--- config.mk ---
export PLATFORM = sky130hd
export DESIGN_NAME = uart_rx_core
export DESIGN_NICKNAME = d
export VERILOG_FILES = /design/src/rtl/uart_rx_pkg.sv /design/src/rtl/uart_rx_tick_gen.sv /design/src/rtl/uart_rx_core.sv
export SDC_FILE = /design/constraint.sdc
export NUM_CORES = 1
export LEC_CHECK = 0
export CORE_ASPECT_RATIO = 1.4
export CORE_UTILIZATION = 58
export DETAILED_ROUTE_END_ITERATION = 12
export PLACE_DENSITY_LB_ADDON = 0.2
export SLEW_MARGIN = 15
export SYNTH_ARGS = -nofsm -noshare
export SYNTH_HDL_FRONTEND = slang
export SYNTH_SLANG_ARGS = --single-unit
--- constraint.sdc ---
create_clock -name clk_i -period 3.4 [get_ports clk_i]
set_input_delay 0.51 -clock clk_i [delete_from_list [all_inputs] [get_ports clk_i]]
set_output_delay 0.51 -clock clk_i [all_outputs]
set_load 0.05 [all_outputs]
--- src/rtl/uart_rx_pkg.sv ---
// Shared types and constants for the 16x-oversampling UART receiver.
`timescale 1ns/1ps
package uart_rx_pkg;

  typedef enum logic [1:0] {
    IDLE  = 2'd0,
    START = 2'd1,
    DATA  = 2'd2,
    STOP  = 2'd3
  } state_t;

  localparam int unsigned OVERSAMPLE = 16;
  localparam int unsigned MID_TICK   = 8;
  localparam int unsigned DATA_BITS  = 8;

  // Base tick divider, rounded to nearest: round(freq / (16 * baud)).
  function automatic int unsigned calc_div0(input int unsigned freq, input int unsigned baud);
    longint unsigned den;
    den = longint'(OVERSAMPLE) * longint'(baud);
    return 32'((longint'(freq) + den / 2) / den);
  endfunction

endpackage

--- src/rtl/uart_rx_tick_gen.sv ---
// Oversampling tick generator: free-running divider of DIV0 << rate.
// The rate select is only captured while the receiver is idle, so a
// change mid-frame waits for the next IDLE.
`timescale 1ns/1ps
module uart_rx_tick_gen #(
  parameter logic [15:0] DIV0 = 16'd7
) (
  input  logic       clk_i,
  input  logic       rst_i,
  input  logic [1:0] rate_i,
  input  logic       rate_load,
  output logic       tick_o
);

  logic [1:0]  rate_q;
  logic [15:0] cnt;
  logic [15:0] div;
  logic        wrap;

  assign div  = DIV0 << rate_q;
  // >= rather than == so a shorter divider taking effect with the count
  // already above it wraps at once instead of running through 65535.
  assign wrap = (cnt >= div - 16'd1);
  assign tick_o = wrap;

  // Rate select latch, transparent only in IDLE.
  always_ff @(posedge clk_i or negedge rst_i) begin
    if (!rst_i)         rate_q <= '0;
    else if (rate_load) rate_q <= rate_i;
  end

  // Divider counter.
  always_ff @(posedge clk_i or negedge rst_i) begin
    if (!rst_i)    cnt <= '0;
    else if (wrap) cnt <= '0;
    else           cnt <= cnt + 16'd1;
  end

endmodule

--- src/rtl/uart_rx_core.sv ---
// 8N1 UART receiver with 16x oversampling and a one-entry holding register.
// Define UART_RX_MAJORITY_EN to insert a 3-sample majority filter on the
// tick-sampled line (rejects low glitches shorter than 2 ticks).
`timescale 1ns/1ps
module uart_rx_core
  import uart_rx_pkg::*;
#(
  parameter int unsigned FREQ     = 100_000_000,
  parameter int unsigned BAUDRATE = 921_600
) (
  input  logic       clk_i,
  input  logic       rst_i,
  input  logic [1:0] rate_i,
  input  logic       rxd_i,
  input  logic       data_ready_i,
  output logic [7:0] data_o,
  output logic       data_valid_o,
  output logic       frame_err_o,
  output logic       overrun_o,
  output logic       busy_o,
  output logic       tick_o
);

  localparam logic [15:0] DIV0      = 16'(calc_div0(FREQ, BAUDRATE));
  localparam logic [3:0]  MID_LAST  = 4'(MID_TICK - 1);
  localparam logic [3:0]  BIT_LAST  = 4'(OVERSAMPLE - 1);
  localparam logic [2:0]  DATA_LAST = 3'(DATA_BITS - 1);

  state_t     state;
  logic [3:0] tcnt;
  logic [2:0] bcnt;
  logic [7:0] shreg;
  logic [1:0] sync_q;
  logic       line;
  logic       rx_s;
  logic       tick;
  logic       stop_sample;
  logic       good;
  logic       bad;

  uart_rx_tick_gen #(
    .DIV0 (DIV0)
  ) u_tick (
    .clk_i     (clk_i),
    .rst_i     (rst_i),
    .rate_i    (rate_i),
    .rate_load (state == IDLE),
    .tick_o    (tick)
  );

  assign tick_o = tick;
  assign busy_o = (state != IDLE);

  // Two-flop synchroniser; resets to the idle (high) line level.
  always_ff @(posedge clk_i or negedge rst_i) begin
    if (!rst_i) sync_q <= 2'b11;
    else        sync_q <= {sync_q[0], rxd_i};
  end

  assign line = sync_q[1];

`ifdef UART_RX_MAJORITY_EN
  logic [2:0] maj_q;

  // History of the last three tick samples for the majority vote.
  always_ff @(posedge clk_i or negedge rst_i) begin
    if (!rst_i)    maj_q <= 3'b111;
    else if (tick) maj_q <= {maj_q[1:0], line};
  end

  assign rx_s = (maj_q[0] & maj_q[1]) | (maj_q[0] & maj_q[2]) | (maj_q[1] & maj_q[2]);
`else
  assign rx_s = line;
`endif

  assign stop_sample = (state == STOP) && tick && (tcnt == BIT_LAST);
  assign good        = stop_sample && rx_s;
  assign bad         = stop_sample && !rx_s;

  // Frame FSM: start detection, mid-bit sampling and LSB-first shifting.
  always_ff @(posedge clk_i or negedge rst_i) begin
    if (!rst_i) begin
      state <= IDLE;
      tcnt  <= '0;
      bcnt  <= '0;
      shreg <= '0;
    end else if (tick) begin
      case (state)
        IDLE: begin
          if (!rx_s) begin
            tcnt  <= '0;
            state <= START;
          end
        end
        START: begin
          if (tcnt == MID_LAST) begin
            tcnt <= '0;
            bcnt <= '0;
            state <= rx_s ? IDLE : DATA;
          end else begin
            tcnt <= tcnt + 4'd1;
          end
        end
        DATA: begin
          tcnt <= tcnt + 4'd1;
          if (tcnt == BIT_LAST) begin
            shreg <= {rx_s, shreg[7:1]};
            bcnt  <= bcnt + 3'd1;
            if (bcnt == DATA_LAST) state <= STOP;
          end
        end
        STOP: begin
          tcnt <= tcnt + 4'd1;
          if (tcnt == BIT_LAST) state <= IDLE;
        end
        default: state <= IDLE;
      endcase
    end
  end

  // Holding register, handshake and error pulses.
  always_ff @(posedge clk_i or negedge rst_i) begin
    if (!rst_i) begin
      data_o       <= '0;
      data_valid_o <= 1'b0;
      frame_err_o  <= 1'b0;
      overrun_o    <= 1'b0;
    end else begin
      frame_err_o <= bad;
      overrun_o   <= 1'b0;
      if (good) begin
        if (!data_valid_o || data_ready_i) begin
          data_o       <= shreg;
          data_valid_o <= 1'b1;
        end else begin
          overrun_o <= 1'b1;
        end
      end else if (data_valid_o && data_ready_i) begin
        data_valid_o <= 1'b0;
      end
    end
  end

endmodule

==> results of run 1 <==
[Yosys cell counts]
cell       number
mux2i_1         2
a31oi_1         4
buf_6           1
o21a_1          2
buf_2           2
dfrtp_1        46
a221o_1         1
a221oi_1        1
ha_1           25
nand4_1         2
a22oi_1         1
nand3_1        11
nand3_2         1
xnor2_1         6
dfstp_2         2
nand2b_1        4
nor2_1         29
and3_4          1
clkbuf_1        2
nand2_1        21
a21o_1          1
xor2_1          9
inv_1          12
o2111ai_1       1
a2111oi_2       1
a21oi_1         7
and3_1          5
nor2b_1         1
mux2_2         16
a32o_1          1
o21ai_0         5
o211ai_4        1
conb_1          1
nor3_1          2
a31o_2          1
nand2_2         1
mux2_4          1
nor3b_1         3
[critical path: cells and delay by family (launching register included)]
family / cells / cell delay [ps]
AO/OA/AOI/OAI: 4 / 1070
adder cells (fa/ha/maj): 2 / 560
buffers and inverters: 3 / 370
flip-flops: 1 / 380
[flip-flops by register name (all words and copies together), names as in the netlist, named ones only]
| signal | cells |
|---|---|
| u_tick.cnt | 16 |
| data_o | 8 |
| shreg | 8 |
| tcnt | 4 |
| bcnt | 3 |
| sync_q | 2 |
| u_tick.rate_q | 2 |
| data_valid_o | 1 |
| frame_err_o | 1 |
| overrun_o | 1 |
| state | 1 |
[final timing paths]
check	endpoint	cells past startpoint	from
setup / recovery	tick_o	9	u_tick.rate_q[1]
hold / removal	u_tick.cnt[0]	1	rst_i
setup reg to reg	data_o[0]	10	u_tick.rate_q[1]
hold reg to reg	sync_q[1]	0	sync_q[0]
max in group asynchronous	u_tick.cnt[2]	1	rst_i
min in group clk_i	sync_q[1]	0	sync_q[0]
[final cells by class]
type | count | area (um2)
Clock buffer | 7 | 96.34
Clock inverter | 1 | 30.03
Fill cell | 324 | 1305
Inverter | 12 | 45.04
Multi-Input combinational cell | 177 | 1272
Sequential cell | 48 | 1204
Tap cell | 45 | 56.30
Timing Repair Buffer | 19 | 195.2
[stage by stage]
stage / cells / total power, mW / area, um2 / hold slack (ps) / util, %
floorplan: 242 / 0.8322 / 2550 / 214.4 / -
global placement: 301 / 0.8890 / 2770 / 345.9 / 65.89
detailed placement: 301 / 0.8988 / 2770 / 358.4 / 65.89
CTS: 309 / 1.339 / 2897 / 370.5 / 68.90
global route: 309 / 1.396 / 2899 / 262.5 / 68.96
finish: 309 / 1.323 / 2899 / 207.6 / 68.96
[kinds of logic after synthesis]
group           count (synthesis)
mux                            19
buf+inv                        17
flops                          48
xor+xnor                       15
fa+ha+maj                      25
compound gates                 27
other cells                     1
simple gates                   81
[routing by layer]
metal  routed length, um  track usage [%]
met1                1911            25.56
met2                2353            38.14
met3                 103            3.728
met4                  41            6.429
met5                   0                0
[power by group]
part	total [mW]	switching, mW	internal [mW]
Clock	0.440	0.181	0.259
Sequential	0.671	0.0554	0.616
Combinational	0.212	0.110	0.102
Total	1.32	0.346	0.977
==> impl_metrics.toml, run 1 <==
[detailed_routing]
drt_iter0_drc = 53
wl_per_cell_um = 14.27
viasPerCell = 5.583
vias = 1725
remaining_drc_errors = 1
ant_nets = 0
wirelength_um = 4409
first_pass_iters = 8

[logic_synthesis]
syn_avg_cell_area_um2 = 10.80
ys_seq_elements = 48
synthAdderAreaFrac_pct = 12.43
yosysWarningCount = 0
synth_top_family_by_area = "simple AND/OR/NAND/NOR gates"
synth_cell_type_count = 38
synthMuxAreaShare_pct = 8.553
yosysSeqAreaShare_pct = 47.84
synthSimpleGateAreaFrac_pct = 15.02
synth_compound_area_share_pct = 7.857
synth_area_leader_cell = "dfrtp_1"
synth_xor_xnor_area_share_pct = 5.221
synth_top_area_share_pct = 45.75
synth_cells = 233
yosys-top-cells-area = "dfrtp_1, ha_1, mux2_2, nor2_1, nand2_1"
syn_area_um2 = 2516

[global_routing]
grt_pass1_wl_um = 7507
grt_pass1_vias = 1722
grt_usage_pct = 21.20
grt_remaining_overflow = 0
grt_antenna_before_repair = 0
grt_max_degree = 49

[final_layout]
area_growth_pct = 15.22
num_antenna_cells = 0
layout_commonest_cell = "dfrtp_1"
layout-drive-gt1-share_pct = 13.64
finalNetCount = 294
mostFrequentLayoutCells = "dfrtp_1, nor2_1, ha_1"

[place]
hpwlAfterDp_um = 3185
globalplace.congestion = 0.7876
place_ws_ps = 478.3
port_buffers = 18

[die]
die_x_um = 57.67
initial_core_util_pct = 59.85
die_y_um = 79.93
ios = 19
core_area_um2 = 4204
row_count = 28
die_area_um2 = 4609

[timing]
setup_viol = 0
period_minus_slack_ps = 3190
period_share_pct = 93.81
timing.fmax_ghz = 0.3135
skew_ps = 13.30
rsz0062_at_grt = "false"
hold_viol = 0
relSlewSlack_pct = 48.53
setup_tns_ps = 0
postLayoutSetupSlackWorst_ps = 210.5
slew_violations = 0
worst_slew_pin_slew_ps = 768.4

[worst_setup_path]
r2r_slack_ps = 430
start_kind = "flip-flop"
path_cells = "inv_1 > ha_1 > inv_1 > ha_1 > o21a_1 > o2111ai_1 > o21a_1 > o211ai_4 > buf_12"
worstPathArrival_ps = 2680
cp_slowest_stage_delay_ps = 640
required_ps = 2890
cp_slowest_cell = "o211ai_4"
crit_type = "reg -> out"
crit_path_max_fanout = 25
endpoint_kind = "output port"

[clock_network]
cts-hold-fix-buffers = 0
tritoncts = "done"
clockBufferDepth = 2
clock-root-buffer = "clkbuf_8"
htree_num_levels = 2
numCtsBuffers = 5
cts_setup_buffers = 0
clk_pin_slew_ps = 80
clock_sinks = 48
cts_resized = 0
clk_latency_ps = 290

[worst_hold_path]
hp-class = "in -> async"

[power]
power_density_nw_per_um2 = 456.5
leakage_nw = 1.439
ir_worst_vdd_mv = 0.3175

[outcome]
status = "finished, violations left"
violations = "design-rule violations"

[run]
max_cap_viol_count = 0
(Power assumes the default switching activity.)
==> run 2, diff against run 1 <==
Settings changed: PLACE_DENSITY_LB_ADDON 0.2 to 0.25.
==> run 2 against run 1 <==
  * Clock-buffer cell count decreased by 1
  * Die area unchanged
  * Wire length decreased by 0.68%
  * The run now ends clean
  * Largest cell class unchanged
  * Critical endpoint unchanged
  * Core utilization decreased by 0.68 points
  * Design area decreased by 0.99%
  * Setup slack improved by 80 ps
==> impl_metrics.toml, run 2 (synthesis gave the netlist of run 1 again) <==
[global_routing]
grt_pass1_wl_um = 7610
grt_pass1_vias = 1715
grt_remaining_overflow = 0
grt_max_degree = 49
grt_antenna_before_repair = 0
grt_usage_pct = 21.78

[detailed_routing]
first_pass_iters = 5
wl_per_cell_um = 14.17
wirelength_um = 4379
vias = 1728
viasPerCell = 5.592
remaining_drc_errors = 0
ant_nets = 0
drt_iter0_drc = 41

[clock_network]
tritoncts = "done"
numCtsBuffers = 5
clockBufferDepth = 2
htree_num_levels = 2
cts_setup_buffers = 0
cts-hold-fix-buffers = 0
clock-root-buffer = "clkbuf_8"
clk_pin_slew_ps = 80
clk_latency_ps = 300
clock_sinks = 48
cts_resized = 0

[worst_setup_path]
required_ps = 2890
crit_path_max_fanout = 23
start_kind = "flip-flop"
worstPathArrival_ps = 2600
crit_type = "reg -> out"
endpoint_kind = "output port"

[place]
hpwlAfterDp_um = 3162
place_ws_ps = 549.6
port_buffers = 18
placed_area_um2 = 2770
globalplace.congestion = 0.7857

[final_layout]
top_regs = "u_tick.cnt: 16 flops, data_o: 8 flops, shreg: 8 flops"
num_antenna_cells = 0
largest_reg_flops = 16
mostFrequentLayoutCells = "dfrtp_1, nor2_1, ha_1"
final_util_pct = 68.27
area_growth_pct = 14.07
final_cell_area_um2 = 2870
layout-drive-gt1-share_pct = 13.64
layout_commonest_cell = "dfrtp_1"
finalNetCount = 294
top_register = "u_tick.cnt"

[outcome]
status = "complete, no violations"

[timing]
worst_slew_pin_slew_ps = 693.3
relSlewSlack_pct = 53.56
slew_violations = 0
setup_tns_ps = 0
hold_viol = 0
postLayoutSetupSlackWorst_ps = 290.8
timing.fmax_ghz = 0.3216
period_minus_slack_ps = 3109
period_share_pct = 91.45
setup_viol = 0
rsz0062_at_grt = "false"
skew_ps = 5.885

[die]
die_area_um2 = 4609
die_x_um = 57.67
ios = 19
die_y_um = 79.93
core_area_um2 = 4204
initial_core_util_pct = 59.85
row_count = 28

[power]
power_density_nw_per_um2 = 430.8
leakage_nw = 1.418
ir_worst_vdd_mv = 0.3113

[worst_hold_path]
hp-class = "in -> async"

[run]
max_cap_viol_count = 0
==> run 2: cell types whose count changed in the layout (fill, tap and decap cells not counted) <==
cell / before / now
clkinvlp_4: 0 / 2
bufinv_16: 1 / 0
clkbuf_8: 7 / 6
==> run 2: stage by stage <==
| stage | hold slack, ps | std cells | power, mW |
|---|---|---|---|
| floorplan | 214.4 | 242 | 0.8322 |
| global placement | 345.9 | 301 | 0.8883 |
| detailed placement | 347.3 | 301 | 0.8964 |
| CTS | 360.6 | 309 | 1.254 |
| global route | 266.6 | 309 | 1.314 |
| finish | 205.9 | 309 | 1.237 |
==> run 2: critical path, cell delays in order (launching register included) <==
cell	delay [ps]
dfrtp_1	380
inv_1	110
ha_1	290
inv_1	40
ha_1	260
o21a_1	110
o2111ai_1	90
o21a_1	210
o211ai_4	590
buf_12	220
==> run 2: cell type report <==
type                    instances  area (um2)
well taps                      45       56.30
repair buffers                 19       195.2
flip-flops and latches         48        1204
inverters                      12       45.04
clock inverters                 2       15.01
clock buffers                   6       82.58
fillers                       330        1334
multi-input cells             177        1272
==> run 2: final timing paths <==
| path | from | endpoint | slack [ps] | cells past startpoint |
|---|---|---|---|---|
| setup / recovery | u_tick.rate_q[1] | tick_o | 290 | 9 |
| hold / removal | rst_i | u_tick.rate_q[0] | 210 | 1 |
| setup reg to reg | u_tick.rate_q[1] | shreg[7] | 560 | 10 |
| hold reg to reg | sync_q[0] | sync_q[1] | 360 | 0 |
| max in group asynchronous | rst_i | u_tick.cnt[14] | 2790 | 1 |
| min in group clk_i | sync_q[0] | sync_q[1] | 360 | 0 |
==> run 2: layer usage <==
| metal | up-vias | GRT usage [%] | part of all wire [%] |
|---|---|---|---|
| li1 | 848 | - | - |
| met1 | 840 | 26.04 | 43 |
| met2 | 32 | 38.84 | 53 |
| met3 | 8 | 3.079 | 2.6 |
| met4 | 0 | 8.810 | 1.9 |
| met5 | - | 0 | 0 |
==> run 2: power breakdown <==
part / leakage, nW / internal, mW / total [mW] / switching [mW]
clock: 0.0434 / 0.165 / 0.352 / 0.187
combinational: 0.739 / 0.101 / 0.209 / 0.109
sequential: 0.635 / 0.616 / 0.675 / 0.0597
total: 1.42 / 0.881 / 1.24 / 0.356
==> run 3, diff against run 2 <==
Settings changed: TNS_END_PERCENT set to 1.
==> results of run 3 <==
Final layout, timing and power as in run 2 (identical DEF).
==> variant 1, RTL diff (settings of run 1) <==
Put one more register stage on the output `frame_err_o`. The value now appears one clock later. The other outputs are not delayed to match.
--- a/src/rtl/uart_rx_core.sv
+++ b/src/rtl/uart_rx_core.sv
@@ -26,4 +26,6 @@
   localparam logic [3:0]  BIT_LAST  = 4'(OVERSAMPLE - 1);
   localparam logic [2:0]  DATA_LAST = 3'(DATA_BITS - 1);
+
+  logic frame_err_s0;
 
   state_t     state;
@@ -124,8 +126,8 @@
       data_o       <= '0;
       data_valid_o <= 1'b0;
-      frame_err_o  <= 1'b0;
+      frame_err_s0 <= 1'b0;
       overrun_o    <= 1'b0;
     end else begin
-      frame_err_o <= bad;
+      frame_err_s0 <= bad;
       overrun_o   <= 1'b0;
       if (good) begin
@@ -142,4 +144,8 @@
   end
 
+  always_ff @(posedge clk_i) begin
+    frame_err_o <= frame_err_s0;
+  end
+
 endmodule
 
Function: same outputs for any inputs over 10 cycles, from zero or initial values and one cycle with rst_i low; that may be too few to reach the edited logic, so the function may still have changed.
==> variant 1 against run 1 <==
The flow still finishes with violations (design-rule violations); synthesized area grew 0.80%; power shrank 6.5%; final area shrank 0.43%; worst hold slack lost 0.0072 ns; critical endpoint unchanged; count of clock-buffer cells in the layout shrank 2; clock skew shrank 0.0090 ns; die area grew 0.77%; sequential share of layout area grew 0.87 points; setup slack lost 0.043 ns; via count grew 0.52%; largest power group unchanged; critical path type unchanged; sequential cell count grew 1; wire length shrank 4.4%.
==> variant 1: results (changes against run 1) <==
[worst_setup_path] arrival time worst endpoint 2.72 ns [+0.04 ns]
[clock_network] clock latency reported for the late side of the worst-skew pair 0.30 ns
[place] global placement routability congestion 0.8007 [+1.7%]
[outcome] violations in the final reports design-rule violations
[worst_setup_path] RR Endpoint shreg[6]
[drt] DR vias/cell 5.576 [-0.12%]
[cells_and_area] clock tree cell share of total cell area 2.991% [-1.4 points]
[worst_setup_path] critical-path maximum fanout 26 [+4.0%]
[place] Port Buffer Count 18 [unchanged]
[cells_and_area] area occupied by multi-input gates 1272 µm² [unchanged]
[cells_and_area] layout cell share with drive strength beyond 1 13.91% [+0.27 points]
[drt] average wire per standard cell 13.55 µm [-5.0%]
[clock_network] number of clock sinks 49 [+2.1%]
[clock_network] clock root buffer sky130_fd_sc_hd__clkbuf_8
[power_and_ir_drop] leakage 0.001432 µW [-0.52%]
[drt] 1st-iter DRT viols 21 [-60%]
[yosys] share of synthesized flip-flops with an asynchronous set or reset 97.96% [-2.0 points]
[global_route] wire length of the first global-routing pass 7.238 mm [-3.6%]
[sta] worst slew slack as a fraction of its limit 48.42% [-0.10 points]
[global_route] M1 GR Usage 25.11% [-0.46 points]
[drt] total met3 wirelength after detailed routing 130 µm [+26%]
[global_route] combined global-route utilization of all metal layers 20.53% [-0.67 points]
[drt] amount of wire on met2 after detailed routing 2.205 mm [-6.3%]
[worst_setup_path] critical path's top delay family compound AO/OA/AOI/OAI gates
[cells_and_area] area used by sequential logic in the layout 1224 µm² [+1.7%]
[yosys] sequential cell area fraction in the yosys report 48.25% [+0.41 points]
[global_route] met2 Track Usage GR 32.64% [-5.5 points]
[sta] clock skew after layout 0.004276 ns [-0.009019 ns]
[outcome] status complete, but fails checks
[global_route] met3 track utilization from global routing 4.026% [+0.30 points]
[drt] highest metal layer with signal wires met4
[drt] met1 wire length 1.742 mm [-8.8%]
[yosys] cell types with the largest area share after synthesis sky130_fd_sc_hd__dfrtp_1 45%, sky130_fd_sc_hd__ha_1 12%, sky130_fd_sc_hd__mux2_2 7.1%
[worst_setup_path] setup slack of the most critical reg-to-reg path 0.39 ns [-0.04 ns]
[place] Post-DP HPWL 3.089 mm [-3.0%]
[cells_and_area] portion of the layout cell area used by non-clock buffers 7.022% [+0.29 points]
[cells_and_area] Final Net Count 296 [+0.68%]
[place] dpl cell area 2798 µm² [+0.99%]
[drt] number of design rule violations left after detail routing 1 [unchanged]
[yosys] number of library cell types mapped by synthesis 39 [+2.6%]
[cells_and_area] number of inserted filler cells in the final layout 334 [+3.1%]
[variant 1: metrics by stage]
step	setup WS, ns	util, %	hold WS, ns	instances	power, µW
floorplan	0.7434	-	0.2144	243	844.2
global placement	0.5430	66.55	0.3281	303	907.9
detailed placement	0.4155	66.55	0.3277	303	914.6
CTS	0.1508	68.60	0.3466	311	1250
global route	0.006972	68.66	0.2606	311	1313
finish	0.1678	68.66	0.2004	311	1237
[variant 1: logic make-up (layout without fill, tap and decap cells)]
logic type      Yosys count  after routing  synth area share [%]
flops                    49             49                 48.25
xor+xnor                 15             15                 5.180
simple gates             81             81                 14.90
mux                      19             19                 8.485
buf+inv                  17             40                 2.911
other cells               1             10                0.1479
fa+ha+maj                25             25                 12.33
compound gates           27             27                 7.794
[variant 1: report_power, final]
group	internal (µW)	leakage, µW	switching (µW)
sequential	627	0.000643	58.2
clock	142	0.0000439	191
combinational	104	0.000745	114
==> variant 2, RTL diff (flow settings as in run 1) <==
Made on the original files. Build with the macro `UART_RX_MAJORITY_EN` defined.
--- a/src/rtl/uart_rx_core.sv
+++ b/src/rtl/uart_rx_core.sv
@@ -3,4 +3,6 @@
 // tick-sampled line (rejects low glitches shorter than 2 ticks).
 `timescale 1ns/1ps
+`define UART_RX_MAJORITY_EN
+
 module uart_rx_core
   import uart_rx_pkg::*;
Function: changed (Yosys sat finds a counterexample within 10 cycles, from zero or initial values and one cycle with rst_i low).
==> variant 2 against run 1 <==
Critical path depth did not move; sequential cell count grew 3; sequential share of layout area up 0.52 points; final area up 5.2%; wire length up 5.6%; synthesized area up 5.6%; setup slack improved by 0.20 ns; worst hold slack better by 0.014 ns; critical path type unchanged; largest cell class unchanged.
Power is not compared: it rests on default switching activity, and its combinational part moved more than twofold at a synthesized area within 25%.
==> variant 2: results (changes against run 1) <==
[sta] worst hold slack 0.2217 ns [+0.01408 ns]
[global_route] combined global-route utilization of all metal layers 21.35% [+0.15 points]
[place] dpl cell area 2935 µm² [+6.0%]
[outcome] status complete, no violations
[global_route] pin count of the biggest net entering global routing 52 [+6.1%]
[worst_setup_path] setup slack of the most critical reg-to-reg path 0.57 ns [+0.14 ns]
[worst_setup_path] arrival time worst endpoint 2.47 ns [-0.21 ns]
[clock_network] clock latency reported for the late side of the worst-skew pair 0.31 ns [+0.02 ns]
[place] instance count after placement with tap cells included 320 [+6.3%]
[yosys] cell types with the largest area share after synthesis sky130_fd_sc_hd__dfrtp_1 43%, sky130_fd_sc_hd__ha_1 12%, sky130_fd_sc_hd__mux2_2 5.5%
[worst_setup_path] RR Endpoint data_o[2]
[drt] DR vias/cell 5.591 [+0.16%]
[sta] clock skew after layout 0.006887 ns [-0.006408 ns]
[yosys] top cell types by occurrence after synthesis 46 x sky130_fd_sc_hd__dfrtp_1, 25 x sky130_fd_sc_hd__ha_1, 18 x sky130_fd_sc_hd__nor2_1
[yosys] synthesized area per cell 11.36 µm² [+5.2%]
[drt] vias 1834 [+6.3%]
[worst_setup_path] Worst R2R Path Depth 11 [+1]
[yosys] share of synthesized flip-flops with an asynchronous set or reset 100.0% [unchanged]
[worst_setup_path] critical-path maximum fanout 10 [-60%]
[cells_and_area] layout cell share with drive strength beyond 1 13.81% [+0.17 points]
[global_route] wire length of the first global-routing pass 7.741 mm [+3.1%]
[yosys] sequential cell area fraction in the yosys report 48.26% [+0.42 points]
[drt] 1st-iter DRT viols 51 [-3.8%]
[cells_and_area] Final Net Count 298 [+1.4%]
[place] global placement routability congestion 0.8250 [+4.7%]
[place] Post-DP HPWL 3.390 mm [+6.4%]
[place] worst setup slack after placement 0.5343 ns [+0.05602 ns]
[drt] first drt pass iteration count 4 [-4]
[global_route] via count of the first global-routing pass 1806 [+4.9%]
[yosys] number of library cell types mapped by synthesis 47 [+24%]
[cells_and_area] number of inserted filler cells in the final layout 337 [+4.0%]
[sta] Worst Tran Pin Value 0.6461 ns [-0.1224 ns]
==> variant 2: cell types whose count changed after synthesis, sizes merged, moves of 4 or more <==
| cell | before | now |
|---|---|---|
| nand2 | 22 | 8 |
| nor2 | 29 | 18 |
| o21ai | 5 | 13 |
| a31oi | 4 | 0 |
| or3 | 0 | 4 |
| xor2 | 9 | 5 |
==> variant 2: power groups by stage <==
stage	Clock [µW]	Sequential (µW)	Combinational [µW]
after floorplan	0	622	7.67
after detailed placement	0	622	26.5
after global routing	457	611	31.1
final	426	611	27.0
after global placement	0	622	25.9
after CTS	432	611	26.9
==> variant 2: cells by family after synthesis <==
group / synth area share [%]
AND/OR/NAND/NOR: 13.89
flip-flops: 48.26
AO/OA/AOI/OAI: 10.50
adder cells (fa/ha/maj): 11.77
multiplexers: 8.851
buffers and inverters: 3.296
XOR/XNOR: 3.296
other: 0.1411
==> variant 2: critical path, stage by stage, from the launching register on <==
cell and delay [ns]:
sky130_fd_sc_hd__dfrtp_1 0.41, sky130_fd_sc_hd__inv_1 0.15, sky130_fd_sc_hd__ha_1 0.16, sky130_fd_sc_hd__inv_1 0.04
sky130_fd_sc_hd__ha_1 0.25, sky130_fd_sc_hd__nand2b_1 0.14, sky130_fd_sc_hd__a2111oi_0 0.39, sky130_fd_sc_hd__or4_4 0.20
sky130_fd_sc_hd__nand3_2 0.20, sky130_fd_sc_hd__buf_12 0.24
==> variant 2: cell type report <==
| cell class | instances | area [µm²] | area share, % |
|---|---|---|---|
| repair buffers | 21 | 210.2 | 6.891 |
| multi-input cells | 175 | 1321 | 43.31 |
| well taps | 60 | 75.07 | 2.461 |
| flip-flops and latches | 51 | 1282 | 42.04 |
| inverters | 13 | 48.80 | 1.600 |
| clock buffers | 5 | 68.82 | 2.256 |
| clock inverters | 3 | 43.79 | 1.436 |
==> variant 2: worst max path at each step <==
stage                           from         to  slack, ns
floorplan           u_tick.rate_q[1]     tick_o       0.67
global placement    u_tick.rate_q[1]  data_o[1]       0.62
detailed placement  u_tick.rate_q[1]  data_o[2]       0.53
CTS                 u_tick.rate_q[1]     tick_o       0.39
global route        u_tick.rate_q[1]     tick_o       0.17
finish              u_tick.rate_q[1]     tick_o       0.42
==> variant 2: per-layer routing <==
layer	part of all wire [%]	track usage [%]	vias to the layer above
met2	53	39.89	26
met4	1.8	8.095	0
met1	43	22.96	897
li1	-	-	903
met3	2.5	4.673	8
met5	0	0	-
